File: config.mk
export PLATFORM = sky130hd
export DESIGN_NAME = onc_boot_ctrl
export DESIGN_NICKNAME = d
export VERILOG_FILES = /design/src/rtl/onc_boot_ctrl_pkg.sv /design/src/rtl/bc_halt_det.sv /design/src/rtl/onc_boot_ctrl.sv
export SDC_FILE = /design/constraint.sdc
export NUM_CORES = 1
export LEC_CHECK = 0
export BUFFER_PORTS_ARGS = -buffer_cell sky130_fd_sc_hd__buf_2
export CORE_ASPECT_RATIO = 1.25
export CORE_UTILIZATION = 35
export CTS_CLUSTER_DIAMETER = 120
export DETAILED_ROUTE_END_ITERATION = 10
export GPL_ROUTABILITY_DRIVEN = 0
export PLACE_DENSITY = 0.63
export SLEW_MARGIN = 20
export SYNTH_ARGS = -nofsm -noshare
export SYNTH_HDL_FRONTEND = slang
export SYNTH_SLANG_ARGS = --single-unit
export TNS_END_PERCENT = 20
File: constraint.sdc
create_clock -name clock -period 3.5 [get_ports clock]
set_input_delay 0.175 -clock clock [delete_from_list [all_inputs] [get_ports clock]]
set_output_delay 0.175 -clock clock [all_outputs]
set_load 0.02 [all_outputs]
File: src/rtl/onc_boot_ctrl_pkg.sv
// Shared definitions for the ONC-16 boot/run controller.
// Holds the core word widths, the controller state encodings and a
// header-length check helper used by the loader.
package onc_boot_ctrl_pkg;

  localparam int DATA_W     = 16;
  localparam int INST_W     = 16;
  localparam int BC_STATE_W = 3;

  typedef enum logic [BC_STATE_W-1:0] {
    BC_IDLE   = 3'd0,
    BC_HDR    = 3'd1,
    BC_LOAD   = 3'd2,
    BC_RSTCPU = 3'd3,
    BC_RUN    = 3'd4,
    BC_HALT   = 3'd5
  } bc_state_e;

  // A header length is unusable when it is zero or larger than the memory.
  function automatic logic bc_len_bad(input logic [31:0] len, input logic [31:0] depth);
    return (len == 32'd0) || (len > depth);
  endfunction

endpackage

File: src/rtl/bc_halt_det.sv
// Halt detector and run-cycle counter for the ONC-16 boot controller.
// Ports:
//   clock, rst      : clock and asynchronous active-high reset
//   i_run           : controller is in RUN this cycle
//   i_clr           : accepted start; clears the cycle counter
//   i_pc            : core fetch address
//   o_halt_hit      : PC repeated the value captured on the previous RUN edge
//   o_cycle_cnt     : saturating count of RUN edges of the current/last run
module bc_halt_det #(
  parameter int DATA_W = 16,
  parameter int CNT_W  = 32
) (
  input  logic              clock,
  input  logic              rst,
  input  logic              i_run,
  input  logic              i_clr,
  input  logic [DATA_W-1:0] i_pc,
  output logic              o_halt_hit,
  output logic [CNT_W-1:0]  o_cycle_cnt
);

  logic [DATA_W-1:0] r_prev_pc;
  logic              r_pv;
  logic [CNT_W-1:0]  r_cnt;

  // A branch-to-self shows up as the same fetch address on two RUN cycles in a row.
  assign o_halt_hit  = r_pv && (i_pc == r_prev_pc);
  assign o_cycle_cnt = r_cnt;

  // Capture the previous PC during RUN; the valid flag drops whenever RUN is left.
  always_ff @(posedge clock or posedge rst) begin
    if (rst) begin
      r_prev_pc <= '0;
      r_pv      <= 1'b0;
    end else if (i_run) begin
      r_prev_pc <= i_pc;
      r_pv      <= 1'b1;
    end else begin
      r_pv      <= 1'b0;
    end
  end

  // Count every RUN edge, including the exit edge, saturating at all-ones.
  always_ff @(posedge clock or posedge rst) begin
    if (rst) begin
      r_cnt <= '0;
    end else if (i_clr) begin
      r_cnt <= '0;
    end else if (i_run && (r_cnt != '1)) begin
      r_cnt <= r_cnt + CNT_W'(1);
    end else begin
      r_cnt <= r_cnt;
    end
  end

endmodule

File: src/rtl/onc_boot_ctrl.sv
// Boot and run controller for the ONC-16 core.
// Loads a length-prefixed program image from the host word stream into
// instruction memory while holding the core in reset, then runs the core
// until it branches to itself or the host raises stop.
// Ports:
//   clock, rst                     : clock, asynchronous active-high reset
//   start, stop                    : host load request pulse / run stop level
//   host_valid, host_data, host_ready : host word stream handshake
//   imem_we, imem_waddr, imem_wdata   : instruction memory write port
//   cpu_pc                         : core fetch address
//   cpu_n_rst, cpu_en              : core reset (active low) and enable
//   busy, halted, err, cycle_cnt   : status to the host
module onc_boot_ctrl #(
  parameter int DATA_W  = 16,
  parameter int IMEM_AW = 8,
  parameter int CNT_W   = 32
) (
  input  logic               clock,
  input  logic               rst,
  input  logic               start,
  input  logic               stop,
  input  logic               host_valid,
  input  logic [DATA_W-1:0]  host_data,
  output logic               host_ready,
  output logic               imem_we,
  output logic [IMEM_AW-1:0] imem_waddr,
  output logic [DATA_W-1:0]  imem_wdata,
  input  logic [DATA_W-1:0]  cpu_pc,
  output logic               cpu_n_rst,
  output logic               cpu_en,
  output logic               busy,
  output logic               halted,
  output logic               err,
  output logic [CNT_W-1:0]   cycle_cnt
);
  import onc_boot_ctrl_pkg::*;

  localparam int DEPTH = 2**IMEM_AW;
  localparam int RW    = IMEM_AW + 1;

  bc_state_e        r_state;
  bc_state_e        w_next;
  logic [RW-1:0]    r_remaining;
  logic [IMEM_AW-1:0] r_waddr;
  logic             w_hs;
  logic             w_start_ok;
  logic             w_len_bad;
  logic             w_halt_hit;
  logic             w_n_rst_d;
  logic             w_en_d;
  logic             w_busy_d;
  logic             w_halted_d;

  assign host_ready = (r_state == BC_HDR) || (r_state == BC_LOAD);
  assign w_hs       = host_valid && host_ready;
  assign w_start_ok = start && ((r_state == BC_IDLE) || (r_state == BC_HALT));
  assign w_len_bad  = bc_len_bad(32'(host_data), 32'(DEPTH));

  bc_halt_det #(
    .DATA_W (DATA_W),
    .CNT_W  (CNT_W)
  ) u_halt_det (
    .clock       (clock),
    .rst         (rst),
    .i_run       (r_state == BC_RUN),
    .i_clr       (w_start_ok),
    .i_pc        (cpu_pc),
    .o_halt_hit  (w_halt_hit),
    .o_cycle_cnt (cycle_cnt)
  );

  // State register.
  always_ff @(posedge clock or posedge rst) begin
    if (rst) begin
      r_state <= BC_IDLE;
    end else begin
      r_state <= w_next;
    end
  end

  // Next-state decode.
  always_comb begin
    w_next = r_state;
    case (r_state)
      BC_IDLE: begin
        if (start) w_next = BC_HDR;
        else       w_next = BC_IDLE;
      end
      BC_HDR: begin
        if (w_hs && w_len_bad) w_next = BC_IDLE;
        else if (w_hs)         w_next = BC_LOAD;
        else                   w_next = BC_HDR;
      end
      BC_LOAD: begin
        if (w_hs && (r_remaining == RW'(1))) w_next = BC_RSTCPU;
        else                                 w_next = BC_LOAD;
      end
      BC_RSTCPU: w_next = BC_RUN;
      BC_RUN: begin
        // stop and self-loop both end the run; stop is listed first
        if (stop)            w_next = BC_HALT;
        else if (w_halt_hit) w_next = BC_HALT;
        else                 w_next = BC_RUN;
      end
      BC_HALT: begin
        if (start) w_next = BC_HDR;
        else       w_next = BC_HALT;
      end
      default: w_next = BC_IDLE;
    endcase
  end

  // Output decode from the next state so the registered pins line up with the state.
  always_comb begin
    w_n_rst_d  = 1'b0;
    w_en_d     = 1'b0;
    w_busy_d   = 1'b0;
    w_halted_d = 1'b0;
    case (w_next)
      BC_HDR, BC_LOAD, BC_RSTCPU: w_busy_d = 1'b1;
      BC_RUN: begin
        w_n_rst_d = 1'b1;
        w_en_d    = 1'b1;
        w_busy_d  = 1'b1;
      end
      BC_HALT: begin
        w_n_rst_d  = 1'b1;
        w_halted_d = 1'b1;
      end
      default: w_busy_d = 1'b0;
    endcase
  end

  // Registered core control and status pins.
  always_ff @(posedge clock or posedge rst) begin
    if (rst) begin
      cpu_n_rst <= 1'b0;
      cpu_en    <= 1'b0;
      busy      <= 1'b0;
      halted    <= 1'b0;
    end else begin
      cpu_n_rst <= w_n_rst_d;
      cpu_en    <= w_en_d;
      busy      <= w_busy_d;
      halted    <= w_halted_d;
    end
  end

  // Loader: header capture, word counting and the delayed memory write.
  always_ff @(posedge clock or posedge rst) begin
    if (rst) begin
      r_remaining <= '0;
      r_waddr     <= '0;
      imem_we     <= 1'b0;
      imem_waddr  <= '0;
      imem_wdata  <= '0;
      err         <= 1'b0;
    end else begin
      imem_we <= 1'b0;
      if (w_start_ok) begin
        err <= 1'b0;
      end else if (w_hs && (r_state == BC_HDR) && w_len_bad) begin
        err <= 1'b1;
      end else begin
        err <= err;
      end
      if (w_hs && (r_state == BC_HDR)) begin
        // truncation is harmless: oversize lengths never reach LOAD
        r_remaining <= RW'(host_data);
        r_waddr     <= '0;
      end else if (w_hs && (r_state == BC_LOAD)) begin
        imem_we     <= 1'b1;
        imem_waddr  <= r_waddr;
        imem_wdata  <= host_data;
        // a full-depth image wraps the address back to 0, which is unused
        r_waddr     <= r_waddr + IMEM_AW'(1);
        r_remaining <= r_remaining - RW'(1);
      end else begin
        r_remaining <= r_remaining;
        r_waddr     <= r_waddr;
      end
    end
  end

endmodule

==> Yosys cells after proc, flatten, opt, wreduce, memory -nomap -nowiden <==
Cells that the tools add are included.
Widths: inputs -> output; s select.
{ "word_totals": {"elab_cells": 75, "out_inout_bits": 63, "input_bits": 37, "regBits": 99} }
{ "classes": {"n_eq_ne": 13, "n_lt_le_gt_ge": 1, "n_bitwise": 1, "n_reduce_logical": 20, "muxes": 23, "addsub": 3} }
{ "ops": {"columns": ["op", "count"], "rows": [
  ["$mux 32", 2],
  ["$add 32x1->32 const B", 1],
  ["$ne 32x32->1 const B", 1],
  ["$mux 9", 2],
  ["$pmux 3 s6", 1],
  ["$eq 16x16->1", 1],
  ["$gt 16x9->1 const B", 1],
  ["$logic_not 16->1", 1],
  ["$mux 8", 2],
  ["$mux 1", 13],
  ["$eq 3x2->1 const B", 4],
  ["$eq 3x3->1 const B", 4],
  ["$eq 9x1->1 const B", 1],
  ["$logic_and 1x1->1", 9],
  ["$sub 9x1->9 const B", 1],
  ["$add 8x1->8 const B", 1],
  ["$eq 3x1->1 const B", 2],
  ["$reduce_bool 2->1", 3],
  ["$mux 2", 2],
  ["$reduce_or 4->1", 1],
  ["$logic_not 3->1", 1],
  ["$logic_or 1x1->1", 3],
  ["$mux 3", 1],
  ["$reduce_and 2->1", 1],
  ["2 further kinds", 2]
]} }

==> Longest topological paths before layout <==
{ "depth": {"depth_word": 9, "mapped_depth": 7, "ltp_nobuf": 6} }

==> Cells and area by module <==
Synthesis repeated with hierarchy kept, for this count alone.
{ "unflattened": {"cells_unflattened": 488, "area_unflattened_um2": 4802.1} }
{ "modules_own_cells": {"columns": ["module", "area_per_inst_um2", "cells_each", "instances"], "rows": [
  ["bc_halt_det", 2547.4, 246, 1],
  ["onc_boot_ctrl", 2254.7, 242, 1]
]} }

==> Worst setup path after synthesis <==
No wires, ideal clock.
{ "synth_path": {"path_type": "register to register", "from": "register u_halt_det.r_cnt[22], in the netlist u_halt_det.o_cycle_cnt[22]", "to": "register u_halt_det.r_cnt[9], in the netlist u_halt_det.o_cycle_cnt[9]", "stages_incl_launch_ff": 6, "n_path_buf": 0, "path_slack_ps": 1577, "synth_period_minus_slack_ps": 1923, "t_required_ps": 3360, "t_arrival_ps": 1783, "setup_ps": 140, "cell_sequence": "dfrtp_1 -> nand4_1 -> or3_4 -> o31ai_4 -> nor3_1 -> mux2i_1"} }
{ "synth_via": {"elab_chain_len": 3} }
{ "synth_rtl": {"columns": ["item", "line_no", "rtl"], "rows": [
  ["start: declaration", "bc_halt_det.sv:24", "logic [CNT_W-1:0] r_cnt;"],
  ["start signal: assignment", "bc_halt_det.sv:50", "r_cnt <= r_cnt + CNT_W'(1);"],
  ["start signal: assignment", "bc_halt_det.sv:52", "r_cnt <= r_cnt;"],
  ["$ne 32x32->1", "bc_halt_det.sv:49", "end else if (i_run && (r_cnt != '1)) begin"],
  ["$logic_and 1x1->1", "bc_halt_det.sv:49", null],
  ["$reduce_bool 2->1 (no source line)", null, null]
]} }
No other way between the ends.
A chain may end at the register's enable or synchronous reset.

==> Worst setup path after layout <==
{ "layout_path": {"from": "register r_state[2]", "to": "register u_halt_det.r_cnt[27], in the netlist u_halt_det.o_cycle_cnt[27]"} }
{ "layout_via": {"elab_chain_len": 4} }
{ "layout_rtl": {"columns": ["item", "line_no", "rtl"], "rows": [
  ["start: declaration", "onc_boot_ctrl.sv:41", "bc_state_e r_state;"],
  ["start signal: assignment", "onc_boot_ctrl.sv:77", "r_state <= w_next;"],
  ["$eq 3x3->1 / $logic_not 3->1 (equally long branches)", "onc_boot_ctrl.sv:56", "assign w_start_ok = start && ((r_state == BC_IDLE) || (r_state == BC_HALT));"],
  ["$logic_or 1x1->1", "onc_boot_ctrl.sv:56", null],
  ["$logic_and 1x1->1", "onc_boot_ctrl.sv:56", null],
  ["$mux 32 / $reduce_bool 2->1 (equally long branches)", null, null]
]} }
Several ways; a longest one is shown, not always the timed one.

==> implementation parameters <==
Parameter                              Value

Clock tree
  Number of gates given a new drive strength after cts    0
  Count of clock tree sinks    between 90 and 100
  Clock network latency to the later pin of the worst-skew pair    between 300 and 400 ps
  CTS buffer count    9
  Maximum count of clock buffers along a single path    2
  Number of H-tree levels    3
  Number of post-CTS setup repair buffers    0
  Root Driver    sky130_fd_sc_hd__clkbuf_16
  Clock tree from TritonCTS    yes
  Clock-pin slew reported for the worst setup and hold paths after clock tree synthesis    ~70 ps

Logic synthesis
  Top flip-flop cell by instance count after synthesis    sky130_fd_sc_hd__dfrtp_1
  Post-synth EDFFs    0
  Mapped Nets    521
  Yosys warnings    0
  Mean instance size in the synthesized netlist    9.95 um2
  Proportion of register bits with asynchronous set or reset after synthesis    between 90% and 100%
  Number of register bits inferred by synthesis    99
  Synthesized instance count    480
  Top cell type's share of synthesized area    approximately half
  Area leader, netlist    sky130_fd_sc_hd__dfrtp_1
  Cell types with the largest area share after synthesis    sky130_fd_sc_hd__dfrtp_1 (52%), sky130_fd_sc_hd__nand2_1 (8.3%), sky130_fd_sc_hd__mux2_2 (4.0%)
  Post-synthesis instance area    between 0.004 and 0.005 mm2
  Unique masters post-synth    53
  Register area share after synthesis    between 50% and 60%
  Most repeated cell in the gate-level netlist after synthesis    sky130_fd_sc_hd__nand2_1
  Most frequent cells after synthesis    sky130_fd_sc_hd__nand2_1 (106), sky130_fd_sc_hd__dfrtp_1 (99), sky130_fd_sc_hd__nand3_1 (21)

Final layout
  Share of the core filled with cells    approximately 44%
  Share of layout cells above drive strength 1    between 20% and 30%
  Cell area after layout    0.00581 mm2
  Synth-to-Final Area Change    21.6%
  # nets final    approximately 620
  Diodes inserted    0

Floorplanning
  Starting utilization of the core area    between 30% and 40%
  Number of rows in the core area    47
  Placeable core region    approximately 0.013 mm2
  Die Outline Area    about 0.014 mm2
  Chip width    106 um
  Die height    around 130 um
  Io pins    100

Power and ir drop
  Cell leakage power    between 0.002 and 0.003 uW
  Power per Cell Area    441 mW/mm2
  Worst vdd ir    259 uV

Global route
  First-pass GRT wire length    18.9 mm
  Aggregate global-route resource usage    16.8%
  Maximum number of pins on one net before global-route repair    41
  Overall overflow remaining after global route    0
  Number of antenna violations at the first check in global routing    1
  Vias in the first global route    around 3900

Worst setup path
  Nature of the critical path endpoint    flop
  Required time at the endpoint of the critical path    3760 ps
  Maximum fanout along the worst path    27
  Critical path launch point type    flop
  Critical path class    flop to flop
  Register-to-Register Setup Slack    ~1000 ps
  Reg2Reg Launch Point    r_state[2]$_DFF_PP0_
  Endpoint of the lowest-slack register-to-register path    u_halt_det.o_cycle_cnt[27]$_DFFE_PP0P_
  Data arrival time at the worst-slack endpoint    2730 ps
  Capturing instance or port of the critical path    u_halt_det.o_cycle_cnt[27]$_DFFE_PP0P_
  Number of cells traversed by the worst register-to-register path    6
  Startpoint of the most critical setup path    r_state[2]$_DFF_PP0_

STA
  Final Setup Violations    0
  Setup TNS Final    0 ps
  Slew of the pin with the lowest slew margin    between 900 and 1000 ps
  RSZ-0062 raised after global routing    false
  Time the worst path needs with I/O delays and setup    around 2500 ps
  Share of the clock period used by the worst path    a little over two thirds
  FMAX    around 0.40 GHz
  Max-slew violations    0
  Tightest slew margin relative to the limit    about 40%
  Layout Skew    8.08 ps
  Hold Vio Cnt, Final    0

Drt
  Overall routed net length    about 11 mm
  Wire length per cell    15.2 um
  Residual DRC count    0
  Number of iterations in the first detailed-routing pass    7
  Vias after detailed routing    around 4000
  Antenna-violating nets left    0
  DR vias/cell    roughly 5.2
  Number of DRC violations after detailed-routing iteration 0    about 270

Placed design
  Instance area at placement    ~0.0055 mm2
  Number of input and output port buffers inserted    99
  Final HPWL from detailed placement    approximately 8.1 mm

Hold path
  Type of the tightest min-delay check    input port to flop

Flow run
  Max-cap violation count    0

Status
  Result of the run    completed
metrics by stage:
stage	setup slack (ps)	power (uW)	instances	hold WS (ps)
after floorplan	735	1410	480	280
after global placement	1170	1490	739	260
after detailed placement	1050	1500	739	272
after CTS	1040	2590	756	42.1
after global routing	848	2670	756	59.2
final	1020	2560	756	52.9
layout by cell type, fill, tap and decap left out, types with 10 or more instances in the layout:
cell type / n
sky130_fd_sc_hd__nand3_1: 21
sky130_fd_sc_hd__buf_2: 99
sky130_fd_sc_hd__or3_1: 11
sky130_fd_sc_hd__nand4_1: 13
sky130_fd_sc_hd__xor2_1: 19
sky130_fd_sc_hd__o21ai_0: 20
sky130_fd_sc_hd__a21oi_1: 17
sky130_fd_sc_hd__xnor2_1: 15
sky130_fd_sc_hd__dfrtp_1: 99
sky130_fd_sc_hd__mux2_2: 17
sky130_fd_sc_hd__nor2_1: 18
sky130_fd_sc_hd__o211ai_1: 11
sky130_fd_sc_hd__nor4_1: 10
sky130_fd_sc_hd__nand2_1: 106
layer usage:
| layer | vias to the layer above | routed length [um] | global-route usage, % |
|---|---|---|---|
| met5 | - | 0 | 0 |
| met4 | 0 | 142 | 7.00 |
| met3 | 11 | 605 | 3.15 |
| met2 | 103 | 5550 | 28.0 |
| met1 | 1904 | 5160 | 21.4 |
| li1 | 1900 | - | - |
worst min-delay path by stage:
stage	slack, ps	cells past startpoint	end	start
finish	50	3	imem_wdata[11]$_DFFE_PP0P_	host_data[11]
global route	60	3	imem_wdata[11]$_DFFE_PP0P_	host_data[11]
CTS	40	3	imem_wdata[11]$_DFFE_PP0P_	host_data[11]
detailed placement	270	2	u_halt_det.o_cycle_cnt[6]$_DFFE_PP0P_	rst
global placement	260	2	u_halt_det.o_cycle_cnt[12]$_DFFE_PP0P_	rst
floorplan	280	2	imem_wdata[0]$_DFFE_PP0P_	host_data[0]
final cells by class:
cell class / instances / area [um2]
tap: 171 / 214
clock buffer: 12 / 256
inverter: 9 / 36.3
sequential: 99 / 2480
clock inverter: 4 / 72.6
timing repair buffer: 106 / 551
fill: 1315 / 7480
multi-input combinational: 355 / 2200
cells by family after synthesis:
kind of cell / after synthesis / share of synthesized area (%)
adder cells (fa/ha/maj): 4 / 1.05
flip-flops: 99 / 51.9
XOR/XNOR: 34 / 6.24
AND/OR/NAND/NOR: 222 / 23.2
multiplexers: 20 / 4.64
AO/OA/AOI/OAI: 75 / 10.8
buffers and inverters: 26 / 2.15
registers in the layout, indices dropped and copies added, names as in the netlist, 3 cells and up:
register	count
u_halt_det.o_cycle_cnt	32
imem_waddr	8
r_state	3
r_waddr	8
r_remaining	9
u_halt_det.r_prev_pc	16
imem_wdata	16
where the power goes:
part	switching, uW	internal (uW)	leakage, uW
registers	44.0	1190	0.00136
clock network	424	665	0.000159
logic	140	96.7	0.00135
critical path, stage by stage, from the launching register on:
cell and delay, ps:
sky130_fd_sc_hd__dfrtp_1 580, sky130_fd_sc_hd__nor3b_4 240, sky130_fd_sc_hd__buf_4 320, sky130_fd_sc_hd__and4_4 300
sky130_fd_sc_hd__nand4_1 360, sky130_fd_sc_hd__or3_1 440, sky130_fd_sc_hd__a21oi_1 150
what timing repair did:
item | in CTS | in global routing
endpoints found under the setup margin | 0 | 0
hold buffers | 1 | 0
hold endpoints to repair | 38 | 0
(Power assumes the default switching activity.)
